## src/rtl/aes_spi_pkg.sv

```systemverilog
// Shared constants for the SPI-fronted AES frame controller: FSM state codes,
// command bytes and the status-byte tag.
package aes_spi_pkg;

   typedef logic [2:0] state_t;

   localparam state_t ST_IDLE  = 3'd0;
   localparam state_t ST_CMD   = 3'd1;
   localparam state_t ST_KEY   = 3'd2;
   localparam state_t ST_MSG   = 3'd3;
   localparam state_t ST_START = 3'd4;
   localparam state_t ST_WAIT  = 3'd5;
   localparam state_t ST_SHIFT = 3'd6;
   localparam state_t ST_DRAIN = 3'd7;

   localparam logic [7:0] CMD_ENC    = 8'hE0;
   localparam logic [7:0] CMD_DEC    = 8'hD0;
   localparam logic [2:0] STATUS_TAG = 3'b101;
   localparam int         CMD_BITS   = 8;

   function automatic logic [7:0] status_byte(input logic dec, input int nk);
      status_byte = {dec, nk[3:0], STATUS_TAG};
   endfunction

endpackage

```

## src/rtl/aes_spi_frame_ctrl_if.sv

```systemverilog
// Bus between the frame controller (master) and the AES core (slave).
interface aes_spi_frame_ctrl_if #(
   parameter int NK = 8,
   parameter int NB = 4
);
   logic [32*NK-1:0] aes_key;
   logic [32*NB-1:0] aes_msg;
   logic             aes_decrypt;
   logic             aes_start;
   logic             aes_done;
   logic [32*NB-1:0] aes_result;

   modport master (
      output aes_key, aes_msg, aes_decrypt, aes_start,
      input  aes_done, aes_result
   );

   modport slave (
      input  aes_key, aes_msg, aes_decrypt, aes_start,
      output aes_done, aes_result
   );
endinterface

```

## src/rtl/aes_spi_sync.sv

```systemverilog
// Multi-flop synchronizer for one asynchronous input plus rise/fall detect
// on the synchronized level; reset loads the idle level everywhere.
module aes_spi_sync #(
   parameter int   STAGES  = 2,
   parameter logic RST_VAL = 1'b0
) (
   input  logic clk,
   input  logic rst,
   input  logic d,
   output logic q,
   output logic rise,
   output logic fall
);

   logic [STAGES-1:0] chain;
   logic              prev;

   always_ff @(posedge clk) begin
      if (rst) begin
         chain <= {STAGES{RST_VAL}};
         prev  <= RST_VAL;
      end else begin
         chain <= {chain[STAGES-2:0], d};
         prev  <= chain[STAGES-1];
      end
   end

   assign q    = chain[STAGES-1];
   assign rise = q & ~prev;
   assign fall = ~q & prev;

endmodule

```

## src/rtl/aes_spi_frame_ctrl.sv

```systemverilog
// SPI mode-0 frame controller: command, key and message in, AES result out.
// Define AES_SPI_STATUS_EN to prefix the result with a status byte.
module aes_spi_frame_ctrl
   import aes_spi_pkg::*;
#(
   parameter int NK          = 8,
   parameter int NB          = 4,
   parameter int SYNC_STAGES = 2
) (
   input  logic                clk,
   input  logic                rst,
   input  logic                spi_sclk,
   input  logic                spi_cs_n,
   input  logic                spi_mosi,
   output logic                spi_miso,
   aes_spi_frame_ctrl_if.master aes,
   output logic                busy,
   output logic                frame_err
);

   localparam int KW  = 32*NK;
   localparam int MW  = 32*NB;
`ifdef AES_SPI_STATUS_EN
   localparam int TW  = MW + 8;
`else
   localparam int TW  = MW;
`endif
   localparam int CW  = $clog2(KW);
   localparam int TCW = $clog2(TW+1);

   logic sclk_q, sclk_rise, sclk_fall;
   logic cs_q, cs_rise, cs_fall;
   logic mosi_s, mosi_rise, mosi_fall;

   aes_spi_sync #(.STAGES(SYNC_STAGES), .RST_VAL(1'b0)) u_sync_sclk (
      .clk(clk), .rst(rst), .d(spi_sclk),
      .q(sclk_q), .rise(sclk_rise), .fall(sclk_fall)
   );

   aes_spi_sync #(.STAGES(SYNC_STAGES), .RST_VAL(1'b1)) u_sync_cs (
      .clk(clk), .rst(rst), .d(spi_cs_n),
      .q(cs_q), .rise(cs_rise), .fall(cs_fall)
   );

   aes_spi_sync #(.STAGES(SYNC_STAGES), .RST_VAL(1'b0)) u_sync_mosi (
      .clk(clk), .rst(rst), .d(spi_mosi),
      .q(mosi_s), .rise(mosi_rise), .fall(mosi_fall)
   );

   state_t          state;
   logic [KW-1:0]   rx_sr;
   logic [KW-1:0]   rx_nxt;
   logic [CW-1:0]   rx_cnt;
   logic [TW-1:0]   tx_sr;
   logic [TW-1:0]   tx_load;
   logic [TCW-1:0]  tx_cnt;
   logic            field_last;
   logic            sync_unused;

   assign rx_nxt = {rx_sr[KW-2:0], mosi_s};
   assign sync_unused = ^{sclk_q, cs_q, mosi_rise, mosi_fall, rx_sr[KW-1]};

`ifdef AES_SPI_STATUS_EN
   assign tx_load = {status_byte(aes.aes_decrypt, NK), aes.aes_result};
`else
   assign tx_load = aes.aes_result;
`endif

   always_comb begin
      field_last = 1'b0;
      case (state)
         ST_CMD:  field_last = (rx_cnt == CW'(CMD_BITS-1));
         ST_KEY:  field_last = (rx_cnt == CW'(KW-1));
         ST_MSG:  field_last = (rx_cnt == CW'(MW-1));
         default: field_last = 1'b0;
      endcase
   end

   // A CS rise outranks every other event; it is only an error while the
   // frame is still owed input or output bits (not in IDLE or DRAIN).
   always_ff @(posedge clk) begin
      if (rst) begin
         state           <= ST_IDLE;
         rx_sr           <= '0;
         rx_cnt          <= '0;
         tx_sr           <= '0;
         tx_cnt          <= '0;
         aes.aes_key     <= '0;
         aes.aes_msg     <= '0;
         aes.aes_decrypt <= 1'b0;
         frame_err       <= 1'b0;
      end else begin
         frame_err <= 1'b0;
         if (cs_rise) begin
            state <= ST_IDLE;
            if (state != ST_IDLE && state != ST_DRAIN)
               frame_err <= 1'b1;
         end else begin
            case (state)
               ST_IDLE: begin
                  if (cs_fall) begin
                     state  <= ST_CMD;
                     rx_cnt <= '0;
                  end
               end
               ST_CMD: begin
                  if (sclk_rise) begin
                     rx_sr  <= rx_nxt;
                     rx_cnt <= rx_cnt + 1'b1;
                     if (field_last) begin
                        rx_cnt <= '0;
                        if (rx_nxt[7:0] == CMD_ENC) begin
                           aes.aes_decrypt <= 1'b0;
                           state           <= ST_KEY;
                        end else if (rx_nxt[7:0] == CMD_DEC) begin
                           aes.aes_decrypt <= 1'b1;
                           state           <= ST_KEY;
                        end else begin
                           frame_err <= 1'b1;
                           state     <= ST_DRAIN;
                        end
                     end
                  end
               end
               ST_KEY: begin
                  if (sclk_rise) begin
                     rx_sr  <= rx_nxt;
                     rx_cnt <= rx_cnt + 1'b1;
                     if (field_last) begin
                        rx_cnt      <= '0;
                        aes.aes_key <= rx_nxt;
                        state       <= ST_MSG;
                     end
                  end
               end
               ST_MSG: begin
                  if (sclk_rise) begin
                     rx_sr  <= rx_nxt;
                     rx_cnt <= rx_cnt + 1'b1;
                     if (field_last) begin
                        rx_cnt      <= '0;
                        aes.aes_msg <= rx_nxt[MW-1:0];
                        state       <= ST_START;
                     end
                  end
               end
               ST_START: state <= ST_WAIT;
               ST_WAIT: begin
                  if (aes.aes_done) begin
                     tx_sr  <= tx_load;
                     tx_cnt <= '0;
                     state  <= ST_SHIFT;
                  end
               end
               ST_SHIFT: begin
                  if (sclk_fall) begin
                     tx_sr  <= tx_sr << 1;
                     tx_cnt <= tx_cnt + 1'b1;
                     if (tx_cnt == TCW'(TW-1))
                        state <= ST_DRAIN;
                  end
               end
               default: ;
            endcase
         end
      end
   end

   assign spi_miso      = (state == ST_SHIFT) ? tx_sr[TW-1] : 1'b0;
   assign aes.aes_start = (state == ST_START);
   assign busy          = (state != ST_IDLE);

endmodule

```

## src/flat_wrapper.sv

```systemverilog
// flat-port wrapper written by rule: the top's interface ports become plain ports
module aes_spi_frame_ctrl_flat import aes_spi_pkg::*;
#(
   parameter int NK          = 8,
   parameter int NB          = 4,
   parameter int SYNC_STAGES = 2
)
  (clk, rst, spi_sclk, spi_cs_n, spi_mosi, spi_miso, busy, frame_err, aes_aes_key, aes_aes_msg, aes_aes_decrypt, aes_aes_start, aes_aes_done, aes_aes_result);
  aes_spi_frame_ctrl_if #(.NK(NK), .NB(NB)) aes_i ();
  input  logic clk;
  input  logic rst;
  input  logic spi_sclk;
  input  logic spi_cs_n;
  input  logic spi_mosi;
  output logic spi_miso;
  output logic busy;
  output logic frame_err;
  output wire logic [$bits(aes_i.aes_key)-1:0] aes_aes_key;
  output wire logic [$bits(aes_i.aes_msg)-1:0] aes_aes_msg;
  output wire logic [$bits(aes_i.aes_decrypt)-1:0] aes_aes_decrypt;
  output wire logic [$bits(aes_i.aes_start)-1:0] aes_aes_start;
  input wire logic [$bits(aes_i.aes_done)-1:0] aes_aes_done;
  input wire logic [$bits(aes_i.aes_result)-1:0] aes_aes_result;
  assign aes_aes_key = aes_i.aes_key;
  assign aes_aes_msg = aes_i.aes_msg;
  assign aes_aes_decrypt = aes_i.aes_decrypt;
  assign aes_aes_start = aes_i.aes_start;
  assign aes_i.aes_done = aes_aes_done;
  assign aes_i.aes_result = aes_aes_result;
  aes_spi_frame_ctrl #(.NK(NK), .NB(NB), .SYNC_STAGES(SYNC_STAGES)) u_core (.clk(clk), .rst(rst), .spi_sclk(spi_sclk), .spi_cs_n(spi_cs_n), .spi_mosi(spi_mosi), .spi_miso(spi_miso), .aes(aes_i), .busy(busy), .frame_err(frame_err));
endmodule
```

## config.mk

```make
export PLATFORM = sky130hd
export DESIGN_NAME = aes_spi_frame_ctrl_flat
export DESIGN_NICKNAME = d
export VERILOG_FILES = /design/src/rtl/aes_spi_pkg.sv /design/src/rtl/aes_spi_frame_ctrl_if.sv /design/src/rtl/aes_spi_sync.sv /design/src/rtl/aes_spi_frame_ctrl.sv /design/src/flat_wrapper.sv
export SDC_FILE = /design/constraint.sdc
export NUM_CORES = 2
export LEC_CHECK = 0
export ABC_AREA = 0
export BUFFER_PORTS_ARGS = -buffer_cell sky130_fd_sc_hd__buf_2
export CORE_MARGIN = 3
export CORE_UTILIZATION = 50
export DETAILED_ROUTE_END_ITERATION = 12
export PLACE_DENSITY = 0.76
export SETUP_SLACK_MARGIN = 0.3
export SLEW_MARGIN = 0
export SYNTH_ARGS = -nofsm -noshare
export SYNTH_HDL_FRONTEND = slang
export SYNTH_HIERARCHICAL = 1
export SYNTH_SLANG_ARGS = --single-unit
```

## constraint.sdc

```tcl
create_clock -name clk -period 2.1 [get_ports clk]
set_input_delay 0.21 -clock clk [delete_from_list [all_inputs] [get_ports clk]]
set_output_delay 0.21 -clock clk [all_outputs]
set_load 0.02 [all_outputs]
```

---- Word-level counts from Yosys, hierarchy flattened ----
Index checks and enable logic that the tools add are counted.
storage, ports and cells
  input port bits ......................... 134
  flip-flop bits (word level) ............. 796
  word-level logic and storage cells ...... 99
  output and inout port bits .............. 389
operators by class
  reduce and logical (&&, ||, !) cells .... 16
  multiplexer cells ....................... 34
  equal/unequal tests ..................... 24
  $add $sub $neg .......................... 2
  bitwise logic cells ..................... 9
operators by type and width
  operator                                             number
  two-way mux 128 bit                                  2
  case mux 128 bit (2 select lines)                    1
  two-way mux 8 bit                                    5
  two-way mux 3 bit                                    12
  case mux 8 bit (2 select lines)                      2
  equality test 8 bit, second input constant           3
  case mux 3 bit (7 select lines)                      1
  != test 2 x 1 -> 1 bit, second input constant        10
  adder 8 x 1 -> 8 bit, second input constant          2
  equality test 8 x 7 -> 1 bit, second input constant  2
  AND reduction 4 bit                                  4
  AND reduction 11 bit                                 1
  two-way mux 1 bit                                    10
  equality test 3 bit, second input constant           3
  equality test 8 x 3 -> 1 bit, second input constant  1
  nonzero test 7 bit                                   1
  equality test 3 x 2 -> 1 bit, second input constant  2
  nonzero test 2 bit                                   3
  inverter 1 bit                                       5
  AND reduction 5 bit                                  1
  bitwise AND 1 bit                                    4
  equality test 3 x 1 -> 1 bit, second input constant  1
  zero test 3 bit                                      1
  != test 3 bit, second input constant                 1
  7 further kinds                                      7

---- Logic depth before layout (Yosys ltp) ----
  depth in word-level cells ............... 7
  gate-level depth with buffers ........... 9
  depth with buffers taken out ............ 6

---- Cells and area by module ----
The synthesis kept the hierarchy.
modules (own cells, without submodules)
  module                                  area each (µm²)  instances  sequential area each (µm²)  cells each
  aes_spi_frame_ctrl                      28656.2          1          15775.1                     3522
  aes_spi_sync at u_core.u_sync_mosi ...  91.3             2          60.1                        8
  aes_spi_sync at u_core.u_sync_cs        92.6             1          60.1                        8

---- Least setup slack after synthesis ----
No wires, ideal clock.
  path kind ............................... flip-flop to flip-flop
  from .................................... register u_core.rx_cnt[4]
  to ...................................... register u_core.aes.aes_msg[100]
  stages on the path, launching flop included .. 9
  library setup time ...................... 132 ps
  period minus slack after synthesis ...... 2101 ps
  buffers on the path ..................... 4
  setup slack ............................. -1 ps
  required time ........................... 1968 ps
  arrival time ............................ 1969 ps
  path through ............................ dfxtp_1 > clkbuf_1 > or4_1 > buf_2 > a2111o_1 > clkbuf_1 > buf_2 > nand2_1 > a21oi_1
between the ends
  word-level cells in the longest chain between the ends .. 3
  elaborated cells on any way between the ends .. 5
  classes of those cells .................. eq/ne: 3; mux: 1; reduce/logical: 1
RTL lines
  item                                                        line                         text
  start: declaration                                          aes_spi_frame_ctrl.sv:53     logic [CW-1:0] rx_cnt;
  start signal: assignment                                    aes_spi_frame_ctrl.sv:109    rx_cnt <= rx_cnt + 1'b1;
  start signal: assignment                                    aes_spi_frame_ctrl.sv:128    rx_cnt <= rx_cnt + 1'b1;
  start signal: assignment                                    aes_spi_frame_ctrl.sv:139    rx_cnt <= rx_cnt + 1'b1;
  equality test 8 x 7 -> 1 bit, or another cell as far along  aes_spi_frame_ctrl.sv:74     ST_MSG: field_last = (rx_cnt == CW'(MW-1));
  case mux 1 bit (3 select lines) (*)                         aes_spi_frame_ctrl.sv:71     case (state)
  AND reduction 4 bit (no source line) (*)                    --
  end signal: assignment                                      aes_spi_frame_ctrl.sv:142    aes.aes_msg <= rx_nxt[MW-1:0];
  end: declaration                                            aes_spi_frame_ctrl_if.sv:14  output aes_key, aes_msg, aes_decrypt, aes_start,
Mark *: on every way between the ends. The rest lies on a longest branch, timed or not.
A chain may end at the register's enable or synchronous reset.

---- Worst setup path in the final report ----
  from .................................... register u_core.u_sync_sclk.prev
  to ...................................... register u_core.tx_sr[100]
between the ends
  word-level cells in the longest chain between the ends .. 3
RTL lines
  item                                     line                       text
  start: declaration                       aes_spi_sync.sv:16         logic prev;
  start signal: assignment                 aes_spi_sync.sv:24         prev <= chain[STAGES-1];
  bitwise AND 1 bit                        aes_spi_sync.sv:30         assign fall = ~q & prev;
  named net u_core.sclk_fall               aes_spi_frame_ctrl.sv:31   logic sclk_q, sclk_rise, sclk_fall;
  != test 2 x 1 -> 1 bit (no source line)  --
  AND reduction 4 bit (no source line)     --
  end signal: assignment                   aes_spi_frame_ctrl.sv:150  tx_sr <= tx_load;
  end signal: assignment                   aes_spi_frame_ctrl.sv:157  tx_sr <= tx_sr << 1;
  end: declaration                         aes_spi_frame_ctrl.sv:54   logic [TW-1:0] tx_sr;
The timed path passes the listed nets, and every way through them passes these cells.

==> metrics.cfg <==
[run_status]
result_of_the_run=finished, violations left
failed_checks=setup timing

[floorplan]
dieArea_um2=60700
floorplan.initialDensity=0.508
floorplan.core_area_um2=56800
boundaryPins=523
placementRows=87
fp.dieW_um=246
floorplan.die.height_um=246

[cells_and_area]
num-nets-final=4327
fillCellCount=4071
drive_above_1_share=0.237
finish.utilization=0.695
postLayoutCellArea_um2=39500
flow.area_growth_from_synthesis_pct=36.6
final_cell_count_no_fill=5019

[global_routing]
grt-ovfl-total=0
number_of_global_route_vias_before_repair=26103
grt_antenna_before_repair=6
globalRouteTotalUtil=0.295
grt_pass1_wl_um=143000
maximum_number_of_pins_on_one_net_before_global_route_repair=91

[sta]
fin_setup_tns_ns=-0.438
number_of_endpoints_with_negative_hold_slack_in_the_final_report=0
timing.max_slew.rel_slack=0.401
layout_worst_path_cycle_share=1.12
clock_skew_ns=0.0401
setup-violations-final=13
postLayoutSetupSlackWorst_ns=-0.256
finalHoldWorstSlack_ns=0.0458
maxSlewViolCount=0
clock.fmax_ghz=0.425
timing_worst_slew_pin_value_ns=0.893
layout_min_cycle_time_ns=2.36
rsz0062_at_grt=yes

[cts]
cts_tree=yes
cts.path.max_buffers=3
clk-insertion-delay-late_ns=0.65
cts_buffers=81
cts_max_level=3
cts_sinks=796
clkSlewWorstSetupHoldPaths_ns=0.07
clockRootBuffer=clkbuf_16

[placed_design]
io_buffers=522
numPlacedInstances=4632
dpl_worst_slack_ns=-0.0310
placed_area_um2=32600
rd_place_congestion=0.832
place_hpwl_um=51700

[worst_setup_path]
worstSetupPathType=reg -> reg
r2r_cells=7
maximum_fanout_encountered_on_the_critical_timing_path=31
end_kind=register
arrival_ns=2.81
setup.worst_path.start_class=register
required_ns=2.55

[detailed_routing]
ant_nets=0
drt-initial-drc-count=3393
detailedRoute.firstPassIterationCount=8
routed-via-count=29179
avgViaCountPerCell=5.81
wl_um=108000
wire_per_inst_um=21.6
remaining_drc_errors=0

[logic_synthesis]
syn_area_um2=28900
post_synth_inst_count=3542
syn_avg_cell_area_um2=8.16
yosys_warning_count=6
syn_nets=3678

[hold_path]
holdCritPathClass=in -> reg
timing.hold.worst_path_depth=2

[flow_run]
maxCapViolCount=0

[power_and_ir_drop]
power_density_nw_per_um2=781
vdd_ir_drop_max_v=0.000811
power.leakage_nw=15.9
p_total_mw=30.9

-- cell type report --
cell class	count	area (um2)	area share
Inverter	4	15.0	0.000380
Clock buffer	119	2360	0.0598
Sequential cell	796	15900	0.404
Multi-Input combinational cell	2458	12300	0.313
Clock inverter	27	352	0.00891
Antenna cell	9	22.5	0.000570
Tap cell	756	946	0.0240
Timing Repair Buffer	850	7490	0.190
-- path summary, 6_finish.rpt --
path,endpoint,slack [ns],start
setup reg to reg,u_core/tx_sr[100],-0.26,u_core/u_sync_sclk/prev
setup / recovery,u_core/tx_sr[100],-0.26,u_core/u_sync_sclk/prev
hold reg to reg,u_core/u_sync_cs/chain[1],0.41,u_core/u_sync_cs/chain[0]
hold / removal,u_core/aes.aes_key[223],0.05,rst
-- power breakdown --
part	internal, mW	leakage [nW]	switching, mW	total [mW]
Sequential	15.1	6.41	0.0100	15.1
Combinational	0.403	8.12	0.567	0.971
Clock	8.40	1.33	6.36	14.8
-- state kept, by name (all words and copies together), names as in the netlist --
signal / flops
u_core/aes.aes_decrypt: 1
u_core/aes.aes_key: 256
u_core/aes.aes_msg: 128
u_core/frame_err: 1
u_core/rx_cnt: 8
u_core/rx_sr: 255
u_core/state: 3
u_core/tx_cnt: 8
u_core/tx_sr: 128
u_core/u_sync_cs/chain: 2
u_core/u_sync_cs/prev: 1
u_core/u_sync_mosi/chain: 2
u_core/u_sync_sclk/chain: 2
u_core/u_sync_sclk/prev: 1
-- critical path, stage by stage, from the launching register on --
cell	delay, ns
dfxtp_1	0.36
nor2b_1	0.21
nand3b_1	0.15
a21oi_4	0.22
buf_12	0.21
buf_16	0.20
nor2_1	0.06
a211oi_1	0.75
-- routing by layer --
metal	share of wire	global-route usage	up-vias
met4	0.065	0.152	2
li1	-	-	13027
met2	0.47	0.485	1945
met5	0.00011	0	-
met1	0.37	0.365	13644
met3	0.10	0.0618	561
-- repair_timing --
item | in CTS | in global routing
pin swaps | 8 | 40
gates resized for setup | 63 | 177
hold endpoints to repair | 130 | 0
setup buffers | 22 | 14
hold buffers | 130 | 0
gates cloned | 26 | 40
setup endpoints to repair | 635 | 714
-- cells in the final DEF (no fill, tap or decap), types with 9 or more instances in the layout --
| master | instances |
|---|---|
| clkbuf_8 | 17 |
| buf_6 | 15 |
| nor2_1 | 141 |
| buf_4 | 58 |
| clkbuf_16 | 116 |
| dfxtp_1 | 789 |
| dlygate4sd3_1 | 130 |
| a21oi_1 | 596 |
| mux2i_1 | 126 |
| a211oi_1 | 125 |
| diode_2 | 9 |
| nand2_1 | 1224 |
| clkinv_2 | 12 |
| nand3_1 | 9 |
| buf_16 | 31 |
| nand2_4 | 14 |
| buf_8 | 10 |
| buf_12 | 45 |
| a21oi_2 | 56 |
| buf_2 | 520 |
| clkbuf_1 | 20 |
| nand4_1 | 9 |
| nand2_2 | 58 |
No activity file was read; power rests on OpenSTA's default activity.
